## src/rtl/axil_cmd_master_pkg.sv

```systemverilog
// Shared types and constants for the AXI4-Lite command master.
package axil_cmd_master_pkg;

    typedef enum logic [2:0] {
        ST_IDLE   = 3'd0,
        ST_WR_REQ = 3'd1,
        ST_WR_RSP = 3'd2,
        ST_RD_REQ = 3'd3,
        ST_RD_RSP = 3'd4,
        ST_RSP    = 3'd5
    } axil_cmd_state_e;

    localparam logic [1:0] AXIL_RESP_OKAY   = 2'b00;
    localparam logic [1:0] AXIL_RESP_SLVERR = 2'b10;
    localparam logic [1:0] AXIL_RESP_DECERR = 2'b11;

    localparam logic [2:0] AXIL_PROT_DEFAULT = 3'b000;

endpackage

```

## src/rtl/axil_cmd_master_wdt.sv

```systemverilog
// Response-wait watchdog: cleared by load_i, counts while en_i, flags after LIMIT cycles.
module axil_cmd_master_wdt #(
    parameter int unsigned LIMIT = 1024
) (
    input  logic clk,
    input  logic rst_n,
    input  logic load_i,
    input  logic en_i,
    output logic expire_o
);

    localparam int unsigned CNT_W = (LIMIT > 2) ? $clog2(LIMIT) : 1;
    localparam logic [CNT_W-1:0] LAST = CNT_W'(LIMIT - 1);

    logic [CNT_W-1:0] cnt_q, cnt_d;
    logic             expire_q, expire_d;

    // Count up to LAST and hold there; expire is high exactly while the count sits at LAST.
    always_comb begin
        cnt_d    = cnt_q;
        expire_d = expire_q;
        if (load_i) begin
            cnt_d    = '0;
            expire_d = 1'b0;
        end else if (en_i && (cnt_q != LAST)) begin
            cnt_d    = cnt_q + CNT_W'(1);
            expire_d = ((cnt_q + CNT_W'(1)) == LAST);
        end
    end

    // Counter and flag registers.
    always_ff @(posedge clk) begin
        if (!rst_n) begin
            cnt_q    <= '0;
            expire_q <= 1'b0;
        end else begin
            cnt_q    <= cnt_d;
            expire_q <= expire_d;
        end
    end

    assign expire_o = expire_q;

endmodule

```

## src/rtl/axil_cmd_master.sv

```systemverilog
// Command/response stream to single AXI4-Lite transactions, one outstanding.
// Optional response timeout: define AXIL_CMD_MASTER_TIMEOUT_EN.
module axil_cmd_master
    import axil_cmd_master_pkg::*;
#(
    parameter int unsigned ADDR_W      = 32,
    parameter int unsigned DATA_W      = 32,
    parameter int unsigned TIMEOUT_CYC = 1024
) (
    input  logic              clk,
    input  logic              rst_n,
    input  logic              cmd_valid,
    output logic              cmd_ready,
    input  logic              cmd_write,
    input  logic [ADDR_W-1:0] cmd_addr,
    input  logic [DATA_W-1:0] cmd_wdata,
    input  logic [DATA_W/8-1:0] cmd_wstrb,
    output logic              rsp_valid,
    input  logic              rsp_ready,
    output logic              rsp_write,
    output logic [DATA_W-1:0] rsp_rdata,
    output logic [1:0]        rsp_resp,
    output logic              rsp_timeout,
    output logic [ADDR_W-1:0] awaddr,
    output logic [2:0]        awprot,
    output logic              awvalid,
    input  logic              awready,
    output logic [DATA_W-1:0] wdata,
    output logic [DATA_W/8-1:0] wstrb,
    output logic              wvalid,
    input  logic              wready,
    input  logic [1:0]        bresp,
    input  logic              bvalid,
    output logic              bready,
    output logic [ADDR_W-1:0] araddr,
    output logic [2:0]        arprot,
    output logic              arvalid,
    input  logic              arready,
    input  logic [DATA_W-1:0] rdata,
    input  logic [1:0]        rresp,
    input  logic              rvalid,
    output logic              rready
);

    localparam int unsigned STRB_W = DATA_W / 8;

    if (((DATA_W != 32) && (DATA_W != 64)) || (TIMEOUT_CYC < 2)) begin : g_param_check
        $error("axil_cmd_master: DATA_W must be 32 or 64 and TIMEOUT_CYC >= 2");
    end

    axil_cmd_state_e state_q, state_d;

    logic              write_q, write_d;
    logic              cmd_ready_q, cmd_ready_d;
    logic              awvalid_q, awvalid_d, wvalid_q, wvalid_d, arvalid_q, arvalid_d;
    logic              bready_q, bready_d, rready_q, rready_d;
    logic [ADDR_W-1:0] awaddr_q, awaddr_d, araddr_q, araddr_d;
    logic [DATA_W-1:0] wdata_q, wdata_d;
    logic [STRB_W-1:0] wstrb_q, wstrb_d;
    logic              rsp_valid_q, rsp_valid_d, rsp_write_q, rsp_write_d;
    logic [DATA_W-1:0] rsp_rdata_q, rsp_rdata_d;
    logic [1:0]        rsp_resp_q, rsp_resp_d;
    logic              rsp_timeout_q, rsp_timeout_d;
    logic              bstale_q, bstale_d, rstale_q, rstale_d;

    logic accept, aw_hs, w_hs, b_hs, ar_hs, r_hs, expire;

    assign accept = cmd_valid && cmd_ready_q;
    assign aw_hs  = awvalid_q && awready;
    assign w_hs   = wvalid_q && wready;
    assign b_hs   = bvalid && bready_q;
    assign ar_hs  = arvalid_q && arready;
    assign r_hs   = rvalid && rready_q;

`ifdef AXIL_CMD_MASTER_TIMEOUT_EN
    logic wait_st;
    assign wait_st = (state_q == ST_WR_RSP) || (state_q == ST_RD_RSP);

    axil_cmd_master_wdt #(.LIMIT(TIMEOUT_CYC)) u_wdt (
        .clk      (clk),
        .rst_n    (rst_n),
        .load_i   (!wait_st),
        .en_i     (wait_st),
        .expire_o (expire)
    );
`else
    assign expire = 1'b0;
`endif

    // State register.
    always_ff @(posedge clk) begin
        if (!rst_n) state_q <= ST_IDLE;
        else        state_q <= state_d;
    end

    // Next-state logic; a real response wins over a coincident timeout.
    always_comb begin
        state_d = state_q;
        case (state_q)
            ST_IDLE:   if (accept) state_d = cmd_write ? ST_WR_REQ : ST_RD_REQ;
            ST_WR_REQ: if ((aw_hs || !awvalid_q) && (w_hs || !wvalid_q)) state_d = ST_WR_RSP;
            ST_WR_RSP: if (b_hs || expire) state_d = ST_RSP;
            ST_RD_REQ: if (ar_hs) state_d = ST_RD_RSP;
            ST_RD_RSP: if (r_hs || expire) state_d = ST_RSP;
            ST_RSP:    if (rsp_ready) state_d = ST_IDLE;
            default:   state_d = ST_IDLE;
        endcase
    end

    // Next values of every registered output, derived from the upcoming state.
    always_comb begin
        write_d       = write_q;
        awvalid_d     = awvalid_q;
        wvalid_d      = wvalid_q;
        arvalid_d     = arvalid_q;
        awaddr_d      = awaddr_q;
        araddr_d      = araddr_q;
        wdata_d       = wdata_q;
        wstrb_d       = wstrb_q;
        rsp_write_d   = rsp_write_q;
        rsp_rdata_d   = rsp_rdata_q;
        rsp_resp_d    = rsp_resp_q;
        rsp_timeout_d = rsp_timeout_q;
        bstale_d      = bstale_q;
        rstale_d      = rstale_q;

        if (accept) begin
            write_d = cmd_write;
            if (cmd_write) begin
                awaddr_d  = cmd_addr;
                wdata_d   = cmd_wdata;
                wstrb_d   = cmd_wstrb;
                awvalid_d = 1'b1;
                wvalid_d  = 1'b1;
            end else begin
                araddr_d  = cmd_addr;
                arvalid_d = 1'b1;
            end
        end
        if (aw_hs) awvalid_d = 1'b0;
        if (w_hs)  wvalid_d  = 1'b0;
        if (ar_hs) arvalid_d = 1'b0;

        // A late response after a timeout is swallowed here.
        if (bstale_q && b_hs) bstale_d = 1'b0;
        if (rstale_q && r_hs) rstale_d = 1'b0;

        if ((state_q != ST_RSP) && (state_d == ST_RSP)) begin
            rsp_write_d = write_q;
            if (write_q) begin
                rsp_rdata_d   = '0;
                rsp_resp_d    = b_hs ? bresp : AXIL_RESP_SLVERR;
                rsp_timeout_d = !b_hs;
                bstale_d      = !b_hs;
            end else begin
                rsp_rdata_d   = r_hs ? rdata : '0;
                rsp_resp_d    = r_hs ? rresp : AXIL_RESP_SLVERR;
                rsp_timeout_d = !r_hs;
                rstale_d      = !r_hs;
            end
        end

        bready_d    = (state_d == ST_WR_RSP) || bstale_d;
        rready_d    = (state_d == ST_RD_RSP) || rstale_d;
        rsp_valid_d = (state_d == ST_RSP);
        cmd_ready_d = (state_d == ST_IDLE) && !bstale_d && !rstale_d;
    end

    // Output and payload registers.
    always_ff @(posedge clk) begin
        if (!rst_n) begin
            write_q       <= 1'b0;
            cmd_ready_q   <= 1'b0;
            awvalid_q     <= 1'b0;
            wvalid_q      <= 1'b0;
            arvalid_q     <= 1'b0;
            bready_q      <= 1'b0;
            rready_q      <= 1'b0;
            awaddr_q      <= '0;
            araddr_q      <= '0;
            wdata_q       <= '0;
            wstrb_q       <= '0;
            rsp_valid_q   <= 1'b0;
            rsp_write_q   <= 1'b0;
            rsp_rdata_q   <= '0;
            rsp_resp_q    <= AXIL_RESP_OKAY;
            rsp_timeout_q <= 1'b0;
            bstale_q      <= 1'b0;
            rstale_q      <= 1'b0;
        end else begin
            write_q       <= write_d;
            cmd_ready_q   <= cmd_ready_d;
            awvalid_q     <= awvalid_d;
            wvalid_q      <= wvalid_d;
            arvalid_q     <= arvalid_d;
            bready_q      <= bready_d;
            rready_q      <= rready_d;
            awaddr_q      <= awaddr_d;
            araddr_q      <= araddr_d;
            wdata_q       <= wdata_d;
            wstrb_q       <= wstrb_d;
            rsp_valid_q   <= rsp_valid_d;
            rsp_write_q   <= rsp_write_d;
            rsp_rdata_q   <= rsp_rdata_d;
            rsp_resp_q    <= rsp_resp_d;
            rsp_timeout_q <= rsp_timeout_d;
            bstale_q      <= bstale_d;
            rstale_q      <= rstale_d;
        end
    end

    assign cmd_ready   = cmd_ready_q;
    assign awvalid     = awvalid_q;
    assign wvalid      = wvalid_q;
    assign arvalid     = arvalid_q;
    assign bready      = bready_q;
    assign rready      = rready_q;
    assign awaddr      = awaddr_q;
    assign araddr      = araddr_q;
    assign wdata       = wdata_q;
    assign wstrb       = wstrb_q;
    assign awprot      = AXIL_PROT_DEFAULT;
    assign arprot      = AXIL_PROT_DEFAULT;
    assign rsp_valid   = rsp_valid_q;
    assign rsp_write   = rsp_write_q;
    assign rsp_rdata   = rsp_rdata_q;
    assign rsp_resp    = rsp_resp_q;
    assign rsp_timeout = rsp_timeout_q;

endmodule

```

## config.mk

```make
export PLATFORM = sky130hd
export DESIGN_NAME = axil_cmd_master
export DESIGN_NICKNAME = d
export VERILOG_FILES = /design/src/rtl/axil_cmd_master_pkg.sv /design/src/rtl/axil_cmd_master_wdt.sv /design/src/rtl/axil_cmd_master.sv
export SDC_FILE = /design/constraint.sdc
export NUM_CORES = 1
export LEC_CHECK = 0
export ABC_AREA = 1
export CORE_MARGIN = 2
export CORE_UTILIZATION = 40
export CTS_BUF_LIST = sky130_fd_sc_hd__clkbuf_4
export DETAILED_ROUTE_END_ITERATION = 16
export GPL_TIMING_DRIVEN = 0
export PLACE_DENSITY = 0.82
export SYNTH_ARGS = -nofsm -noshare
export SYNTH_HDL_FRONTEND = slang
export SYNTH_SLANG_ARGS = --single-unit
```

## constraint.sdc

```tcl
create_clock -name clk -period 4.2 [get_ports clk]
set_input_delay 1.26 -clock clk [delete_from_list [all_inputs] [get_ports clk]]
set_output_delay 1.26 -clock clk [all_outputs]
set_load 0.01 [all_outputs]
```

Word level (Yosys, flattened, before mapping) --
Cells that the tools add are included.
Operators by class: eq/ne operators 9, multiplexer cells 20, bitwise operators 2, reductions and logical operators 29
Operators by type and width (count):
- $mux W32 | 2
- $mux W3 | 6
- $pmux W3 S6 | 1
- $eq A3 B3 Y1 const B | 4
- $logic_and A1 B1 Y1 | 12
- $eq A3 B2 Y1 const B | 3
- $mux W2 | 4
- $mux W1 | 7
- $logic_not A1 Y1 | 6
- $logic_not A3 Y1 | 2
- $reduce_or A2 Y1 | 3
- $logic_or A1 B1 Y1 | 4
- $reduce_and A2 Y1 | 2
- $eq A3 B1 Y1 const B | 1
- $ne A3 B3 Y1 const B | 1
- $not A1 Y1 | 2
Word-level totals: flip-flop bits (word level) 149, input bits 114, logic and storage cells 79

Depth between registers and ports, before layout --
Gate-level depths: netlist of run 1.
word-level depth 11, depth in mapped cells 12

Worst setup path after synthesis of run 1 --
No wires, ideal clock.
path kind input to register, start input rvalid, end register rsp_rdata_q[2] (netlist: rsp_rdata[2]), setup time 0.113 ns, arrival time 2.231 ns, setup slack 1.856 ns, stages on the path 11, buffers on the path 1, cell sequence nand2_1 > inv_2 > nand3_1 > nand2_2 > nor2_4 > nand2_4 > nand2_8 > inv_8 > buf_12 > nor2_1 > nor2_1
On the way: longest elaborated chain between the ends 5, elaborated cells on any way between the ends 7, those cells by class eq/ne (1); mux (4); reduce/logical (2)
RTL lines:
- start, declared | line axil_cmd_master.sv:41 | input logic rvalid,
- $logic_and A1 B1 Y1 (*) | line axil_cmd_master.sv:73 | assign r_hs = rvalid && rready_q;
- $mux W3 | line axil_cmd_master.sv:104 | ST_RD_RSP: if (r_hs || expire) state_d = ST_RSP;
- $pmux W3 S6 | line axil_cmd_master.sv:99 | case (state_q)
- $eq A3 B3 Y1 | line axil_cmd_master.sv:148 | if ((state_q != ST_RSP) && (state_d == ST_RSP)) begin
- $logic_and A1 B1 Y1 | line axil_cmd_master.sv:148
- end signal, assigned | line axil_cmd_master.sv:204 | rsp_rdata_q <= rsp_rdata_d;
- end, declared | line axil_cmd_master.sv:61 | logic [DATA_W-1:0] rsp_rdata_q, rsp_rdata_d;
Every way passes the cells marked *; elsewhere a longest branch is shown, timed or not. A chain may end at the register's enable or synchronous reset.

Final worst setup path of run 1 --
start register araddr_q[30] (netlist: araddr[30]), end output araddr[30]
RTL lines:
- start, declared | line axil_cmd_master.sv:57 | logic [ADDR_W-1:0] awaddr_q, awaddr_d, araddr_q, araddr_d;
- start signal, assigned | line axil_cmd_master.sv:199 | araddr_q <= araddr_d;
- end, declared | line axil_cmd_master.sv:35 | output logic [ADDR_W-1:0] araddr,
No word-level cell between the ends.

==> results of run 1 <==
## report_power, final
part / total (mW) / switching (mW) / leakage [nW] / internal, mW
clock network: 0.865 / 0.502 / 0.149 / 0.363
registers: 1.59 / 0.0645 / 1.21 / 1.53
logic: 0.845 / 0.452 / 2.04 / 0.393
## cells in the mapped netlist
| cell | count | area (um^2) |
|---|---|---|
| clkinv_1 | 1 | 3.75 |
| dfxtp_1 | 149 | 2980 |
| nand2_2 | 2 | 12.5 |
| buf_8 | 1 | 15.0 |
| buf_12 | 1 | 20.0 |
| nand3_2 | 1 | 10.0 |
| conb_1 | 1 | 3.75 |
| dlygate4sd1_1 | 1 | 8.76 |
| nand3_1 | 82 | 410 |
| clkbuf_1 | 47 | 176 |
| buf_6 | 5 | 56.3 |
| o21ai_1 | 9 | 45.0 |
| o21ai_2 | 1 | 8.76 |
| nor2_1 | 167 | 627 |
| or2_2 | 1 | 6.26 |
| buf_2 | 1 | 5.00 |
| nor2_2 | 19 | 119 |
| nand2_8 | 1 | 20.0 |
| nand2_4 | 1 | 11.3 |
| a32oi_1 | 1 | 8.76 |
| o32ai_1 | 1 | 8.76 |
| buf_4 | 7 | 52.6 |
| a21oi_1 | 70 | 350 |
| a211oi_1 | 1 | 7.51 |
| inv_1 | 15 | 56.3 |
| o21ai_0 | 56 | 280 |
| o21a_1 | 2 | 15.0 |
| inv_8 | 1 | 11.3 |
| nor2_8 | 1 | 20.0 |
| nand2_1 | 130 | 488 |
| nor2_4 | 2 | 22.5 |
| inv_2 | 3 | 11.3 |
| buf_1 | 1 | 3.75 |
| nand4_1 | 4 | 25.0 |
## layout make-up
| cell class | instances | area share (%) |
|---|---|---|
| Inverter | 20 | 0.921 |
| Tap cell | 184 | 2.57 |
| Clock inverter | 12 | 1.26 |
| Timing Repair Buffer | 255 | 28.5 |
| Sequential cell | 149 | 33.3 |
| Clock buffer | 20 | 1.67 |
| Buffer | 64 | 3.77 |
| Antenna cell | 1 | 0.0279 |
| Multi-Input combinational cell | 558 | 28.1 |
## cell families (layout without fill, tap and decap cells)
kind of cell / after synthesis / in the layout / share of synthesized area, %
AO/OA/AOI/OAI: 141 / 141 / 12.3
AND/OR/NAND/NOR: 411 / 411 / 30.0
buffers and inverters: 84 / 371 / 7.12
flip-flops: 149 / 149 / 50.5
other: 1 / 7 / 0.0635
## final timing paths
| check | end | slack (ns) | cells after the start |
|---|---|---|---|
| worst min register to register | awaddr[5]$_SDFFE_PN0P_ | 0.47 | 2 |
| worst min-delay path | awaddr[5]$_SDFFE_PN0P_ | 0.47 | 2 |
| worst max register to register | awvalid$_SDFFE_PP0P_ | 2.28 | 6 |
| worst max-delay path | araddr[30] | 1.44 | 1 |
## stage by stage
| step | std cells | power, mW | util, % | worst slack [ns] | instance area, um^2 |
|---|---|---|---|---|---|
| floorplan | 791 | 2.02 | - | 1.86 | 5920 |
| global placement | 1230 | 2.46 | 60.1 | 0.850 | 8700 |
| detailed placement | 1230 | 2.47 | 60.1 | 0.860 | 8700 |
| CTS | 1262 | 3.33 | 61.9 | 1.39 | 8970 |
| global route | 1263 | 3.48 | 62.0 | 1.30 | 8970 |
| finish | 1263 | 3.30 | 62.0 | 1.44 | 8970 |
## state kept, by name, summed over array words and instances, names as in the netlist
register / count
state_q: 3
rstale_q: 1
awvalid: 1
rsp_valid: 1
bready: 1
wvalid: 1
arvalid: 1
bstale_q: 1
araddr: 32
write_q: 1
rsp_timeout: 1
rsp_rdata: 32
rready: 1
rsp_write: 1
wstrb: 4
rsp_resp: 2
cmd_ready: 1
wdata: 32
awaddr: 32
## layer usage
layer | global-route usage, % | up-vias
met3 | 8.60 | 34
met2 | 38.3 | 238
li1 | - | 3099
met5 | 0 | -
met4 | 9.41 | 2
met1 | 29.0 | 2807
==> metrics.md, run 1 <==
| Metric | Value |
|---|---|
| Met3 routed WL | `1680 um` |
| Max layer used | `met5` |
| Post-CTS setup repair buffer count | `0` |
| Wire length on met2 | `8810 um` |
| Area growth from synthesis to final layout | `51.9%` |
| DPL Wire Length | `13800 um` |
| Number of standard cells after synthesis | `786` |
| Buffer levels on the longest clock path | `2` |
| Final wirelength | `18900 um` |
| Fraction of layout cells with a size suffix above 1 | `7.14%` |
| Startpoint type of the worst setup path | `register` |
| Leading cell types in the layout, fill and taps excluded | `255 x clkdlybuf4s50_1, 167 x nor2_1, 149 x dfxtp_1, 130 x nand2_1, 82 x nand3_1` |
| Worst Hold Class | `reg -> reg` |
| DRC violations left | `0` |
| Per-cell routed wire length | `15.0 um` |
| Number of endpoints failing setup at the final stage | `0` |
| Antenna violations before repair | `2` |
| Critical Path Start | `araddr[30]$_SDFFE_PN0P_` |
| Filler cell count | `1303` |
| Maximum clock skew at final layout | `0.0212 ns` |
| Worst path max stage delay | `0.57 ns` |
| Hold Startpoint | `awaddr[5]$_SDFFE_PN0P_` |
| Fmax | `0.362 GHz` |
| H-tree lvl count | `4` |
| Summed instance area of the synthesized netlist | `5900 um^2` |
| Most common cell after layout, fill and taps aside | `clkdlybuf4s50_1` |
| Period minus WS final | `2.76 ns` |
| Count of endpoints failing hold in the final timing report | `0` |
| First-pass GRT wire length | `29900 um` |
| Mean instance size in the synthesized netlist | `7.51 um^2` |
| Yosys warnings | `0` |
| Maximum Capacitance Violations | `0` |
| Post-CTS Hold Fix Bufs | `0` |
| Horiz. Die Dim | `125 um` |
| Clock transition at the registers of the reported paths | `0.12 ns` |
| Initial Util | `40.8%` |
| Slowest stage cell, crit path | `clkdlybuf4s50_1` |
| Type of destination of the critical path | `primary output` |
| Footprint of the flip-flops and latches | `2980 um^2` |
| Total leakage power | `3.39 nW` |
| Total area of multi-input combinational cells | `2520 um^2` |
| Crit Path Class | `reg -> out` |
| Global Route Usage Sum | `23.8%` |
| Share of the yosys chip area belonging to registers | `50.5%` |
| DRC violation total after the first TritonRoute iteration | `351` |
| Num CTS Buffers | `17` |
| Pin count of the biggest net entering global routing | `17` |
| Final global-route overflow total | `0` |
| Initial DRT Pass Iterations | `5` |
| Top Family by Delay on Critical Path | `buffers and inverters` |
| Met1 wire length | `7980 um` |
| RSZ-0062 raised after global routing | `no` |
| Worst path cell trace | `clkdlybuf4s50_1` |
| CP max FO | `2` |
| Latest clock arrival within the worst-skew pair | `0.54 ns` |
| Final Hold Slack | `0.467 ns` |
| Worst endpoint data arrival time | `1.50 ns` |
| Via count | `6180` |
| Cell variety after synth | `34` |
| Worst slew margin relative to its limit | `57.9%` |
| Final RePlAce weighted congestion | `0.813` |
| Die height | `125 um` |
| Sum of buffers and inverters on the critical path | `1` |
| PwrDens | `368 nW/um^2` |
| Number of primary I/O pins | `263` |
| Post-detailed-route via-to-cell ratio | `4.89` |
| Flops & latches, synth | `149` |
| TritonCTS clock tree | `yes` |
| Share of the clock period used by the worst path after layout | `65.8%` |
| Number of slew-limit violations in the final report | `0` |
| Number of placement rows | `44` |
| Std-Cell Core Area | `14500 um^2` |
| Aggregate negative setup slack | `0 ns` |
| Cell at the root of the clock tree | `clkbuf_4` |
| Worst ir drop on vdd | `190 uV` |
| Final-stage net count | `1179` |
| Number of nets still failing antenna checks after routing | `0` |
| Result of the run | `completed` |
| Measured slew at the worst slew-check pin | `0.632 ns` |
| Crit path required time | `2.94 ns` |
| Sinks on the clock net | `149` |
| Die footprint | `15700 um^2` |
| Reg-to-Reg Start | `cmd_ready$_SDFF_PN0_` |
| Post-cts repair resize count | `0` |
| Number of global-route vias before repair | `5834` |
| IO buf count | `255` |
Note: power is estimated with default switching activity, not from simulation.
==> inputs of run 2 (changes only) <==
--- a/config.mk
+++ b/config.mk
@@ -7,11 +7,11 @@
 export LEC_CHECK = 0
 export ABC_AREA = 1
 export CORE_MARGIN = 2
-export CORE_UTILIZATION = 40
+export CORE_UTILIZATION = 39
 export CTS_BUF_LIST = sky130_fd_sc_hd__clkbuf_4
 export DETAILED_ROUTE_END_ITERATION = 16
 export GPL_TIMING_DRIVEN = 0
-export PLACE_DENSITY = 0.82
+export PLACE_DENSITY = 0.84
 export SYNTH_ARGS = -nofsm -noshare
 export SYNTH_HDL_FRONTEND = slang
 export SYNTH_SLANG_ARGS = --single-unit
==> constraint.sdc (replaced) <==
create_clock -name clk -period 2.35 [get_ports clk]
set_input_delay 0.705 -clock clk [delete_from_list [all_inputs] [get_ports clk]]
set_output_delay 0.705 -clock clk [all_outputs]
set_load 0.01 [all_outputs]
==> run 2 against run 1 <==
  * First-iteration DRC count down 16%
  * Global-route usage down 0.39 points
  * Register-to-register slack worse by 1.9 ns
  * Wire length up 1.5%
  * Clock skew down 0.0061 ns
  * Final area down 0.47%
  * Sequential power up 79%
  * Critical endpoint is now wstrb[1]
==> metrics.md, run 2 (synthesis gave the netlist of run 1 again) <==
| Metric | Value |
|---|---|
| Result of the run | `completed` |
| Worst reg2reg setup slack | `0.41 ns` |
| Cell Count Post-Placement | `1230` |
| Post-cts repair resize count | `0` |
| Maximum Capacitance Violations | `0` |
| CP max FO | `2` |
| Leading cell types in the layout, fill and taps excluded | `255 x clkdlybuf4s50_1, 167 x nor2_1, 149 x dfxtp_1, 130 x nand2_1, 82 x nand3_1` |
| Initial Util | `40.3%` |
| Area growth from synthesis to final layout | `51.2%` |
| Top Family by Delay on Critical Path | `buffers and inverters` |
| Critical path destination | `wstrb[1]` |
| RSZ-0062 raised after global routing | `no` |
| Filler cell count | `1346` |
| Type of destination of the critical path | `primary output` |
| Antenna violations before repair | `0` |
| Worst path max stage delay | `0.56 ns` |
| Count of placed standard cells in the final layout, fillers left out | `1262` |
| Via count | `6272` |
| DRC violations left | `0` |
| Share of total power in sequential cells | `49.7%` |
| DRC violation total after the first TritonRoute iteration | `294` |
| Post-CTS Hold Fix Bufs | `0` |
| Critical Path Start | `wstrb[1]$_SDFFE_PN0P_` |
| Net switching power | `1.87 mW` |
| Fraction of layout cells with a size suffix above 1 | `7.05%` |
| Number of slew-limit violations in the final report | `0` |
| Total leakage power | `3.35 nW` |
| Slowest stage cell, crit path | `clkdlybuf4s50_1` |
| Internal power consumption | `3.84 mW` |
| Ant diodes | `0` |
| Most common cell after layout, fill and taps aside | `clkdlybuf4s50_1` |
| Share of the clock period used by the worst path after layout | `94.7%` |
| Maximum clock skew at final layout | `0.0151 ns` |
| Count of endpoints failing hold in the final timing report | `0` |
| Worst Hold Class | `reg -> reg` |
| Reg-to-Reg Start | `cmd_ready$_SDFF_PN0_` |
| Final Hold Slack | `0.468 ns` |
| Final core utilization | `61.0%` |
| Number of nets still failing antenna checks after routing | `0` |
| H-tree lvl count | `4` |
| Worst slew margin relative to its limit | `59.2%` |
| Measured slew at the worst slew-check pin | `0.613 ns` |
| Post-CTS setup repair buffer count | `0` |
| Num CTS Buffers | `17` |
| Fmax | `0.450 GHz` |
| Part of the power in combinational logic | `26.6%` |
| Cell at the root of the clock tree | `clkbuf_4` |
| Final global-route overflow total | `0` |
| PwrDens | `640 nW/um^2` |
| Sinks on the clock net | `149` |
| Number of endpoints failing setup at the final stage | `0` |
| Die height | `127 um` |
| Buffer levels on the longest clock path | `2` |
| Sum of buffers and inverters on the critical path | `1` |
| Worst path cell trace | `clkdlybuf4s50_1` |
| First-pass GRT wire length | `29900 um` |
| Per-cell routed wire length | `15.2 um` |
| IO buf count | `255` |
| Die footprint | `16100 um^2` |
| Clock transition at the registers of the reported paths | `0.13 ns` |
| Crit Path Class | `reg -> out` |
| Path depth of the worst reg2reg path | `6` |
| TritonCTS clock tree | `yes` |
| Period minus WS final | `2.22 ns` |
| Std-Cell Core Area | `14600 um^2` |
| Worst endpoint data arrival time | `1.52 ns` |
| Destination of the worst register-to-register timing path | `wvalid$_SDFFE_PP0P_` |
| Post-detailed-route via-to-cell ratio | `4.97` |
| Logic depth of the worst path, buffers included | `1` |
| Pin count of the biggest net entering global routing | `17` |
| Final wirelength | `19200 um` |
| Post-route total power | `5.71 mW` |
| Number of global-route vias before repair | `5927` |
| Final RePlAce weighted congestion | `0.835` |
| Worst ir drop on vdd | `486 uV` |
| Horiz. Die Dim | `127 um` |
| Latest clock arrival within the worst-skew pair | `0.56 ns` |
| Share of total power in the clock network | `23.7%` |
| Initial DRT Pass Iterations | `4` |
| Number of placement rows | `44` |
| Aggregate negative setup slack | `0 ns` |
| Global Route Usage Sum | `23.4%` |
| Number of primary I/O pins | `263` |
| DPL Wire Length | `14200 um` |
| Startpoint type of the worst setup path | `register` |
| Crit path required time | `1.64 ns` |
| Switching power as a share of total power | `32.7%` |
| Final-stage net count | `1179` |
[run 2: power groups by stage]
stage / clock (mW) / sequential [mW] / combinational, mW
2_1_floorplan: 0 / 2.97 / 0.631
3_3_place_gp: 0 / 2.89 / 1.50
3_5_place_dp: 0 / 2.90 / 1.52
4_1_cts: 1.40 / 2.84 / 1.53
5_1_grt: 1.51 / 2.87 / 1.66
6_report: 1.35 / 2.84 / 1.52
[run 2: how the worst min path moves through the flow]
stage               cells past startpoint  slack (ns)                      end                    start
floorplan                               3        0.48     cmd_ready$_SDFF_PN0_      rstale_q$_SDFF_PN0_
global placement                        2        0.45   wdata[13]$_SDFFE_PN0P_   wdata[13]$_SDFFE_PN0P_
detailed placement                      2        0.45   wdata[16]$_SDFFE_PN0P_   wdata[16]$_SDFFE_PN0P_
CTS                                     2        0.47   wdata[16]$_SDFFE_PN0P_   wdata[16]$_SDFFE_PN0P_
global route                            2        0.49  awaddr[16]$_SDFFE_PN0P_  awaddr[16]$_SDFFE_PN0P_
finish                                  2        0.47   wdata[16]$_SDFFE_PN0P_   wdata[16]$_SDFFE_PN0P_
[run 2: through the flow]
step | cell area (um^2) | worst slack (ns)
3_5_place_dp | 8700 | -0.442
4_1_cts | 8930 | 0.0652
2_1_floorplan | 5920 | 0.561
3_3_place_gp | 8700 | -0.433
6_report | 8930 | 0.125
5_1_grt | 8930 | 0.0199
[run 2: worst register-to-register path, cell delays in order (launching register included)]
cell and delay (ns):
dfxtp_1 0.33, nand2_1 0.15, clkinv_1 0.25, nand2_1 0.42, clkbuf_1 0.46, o21a_1 0.17
nor2_1 0.04
[run 2: layer usage]
layer  up-vias  GRT usage [%]  part of all wire [%]
met2       263           39.2                    48
met5         -              0                     0
met3        33           9.05                    10
met4         0           7.89                   2.3
li1       3100              -                     -
met1      2876           27.6                    40
[run 2: layout make-up]
cell class / count / area [um^2] / area share [%]
flip-flops and latches: 149 / 2980 / 33.4
clock buffers: 18 / 135 / 1.51
multi-input cells: 558 / 2520 / 28.2
inverters: 20 / 82.6 / 0.925
plain buffers: 64 / 338 / 3.78
repair buffers: 255 / 2550 / 28.6
clock inverters: 14 / 87.6 / 0.981
well taps: 184 / 230 / 2.58
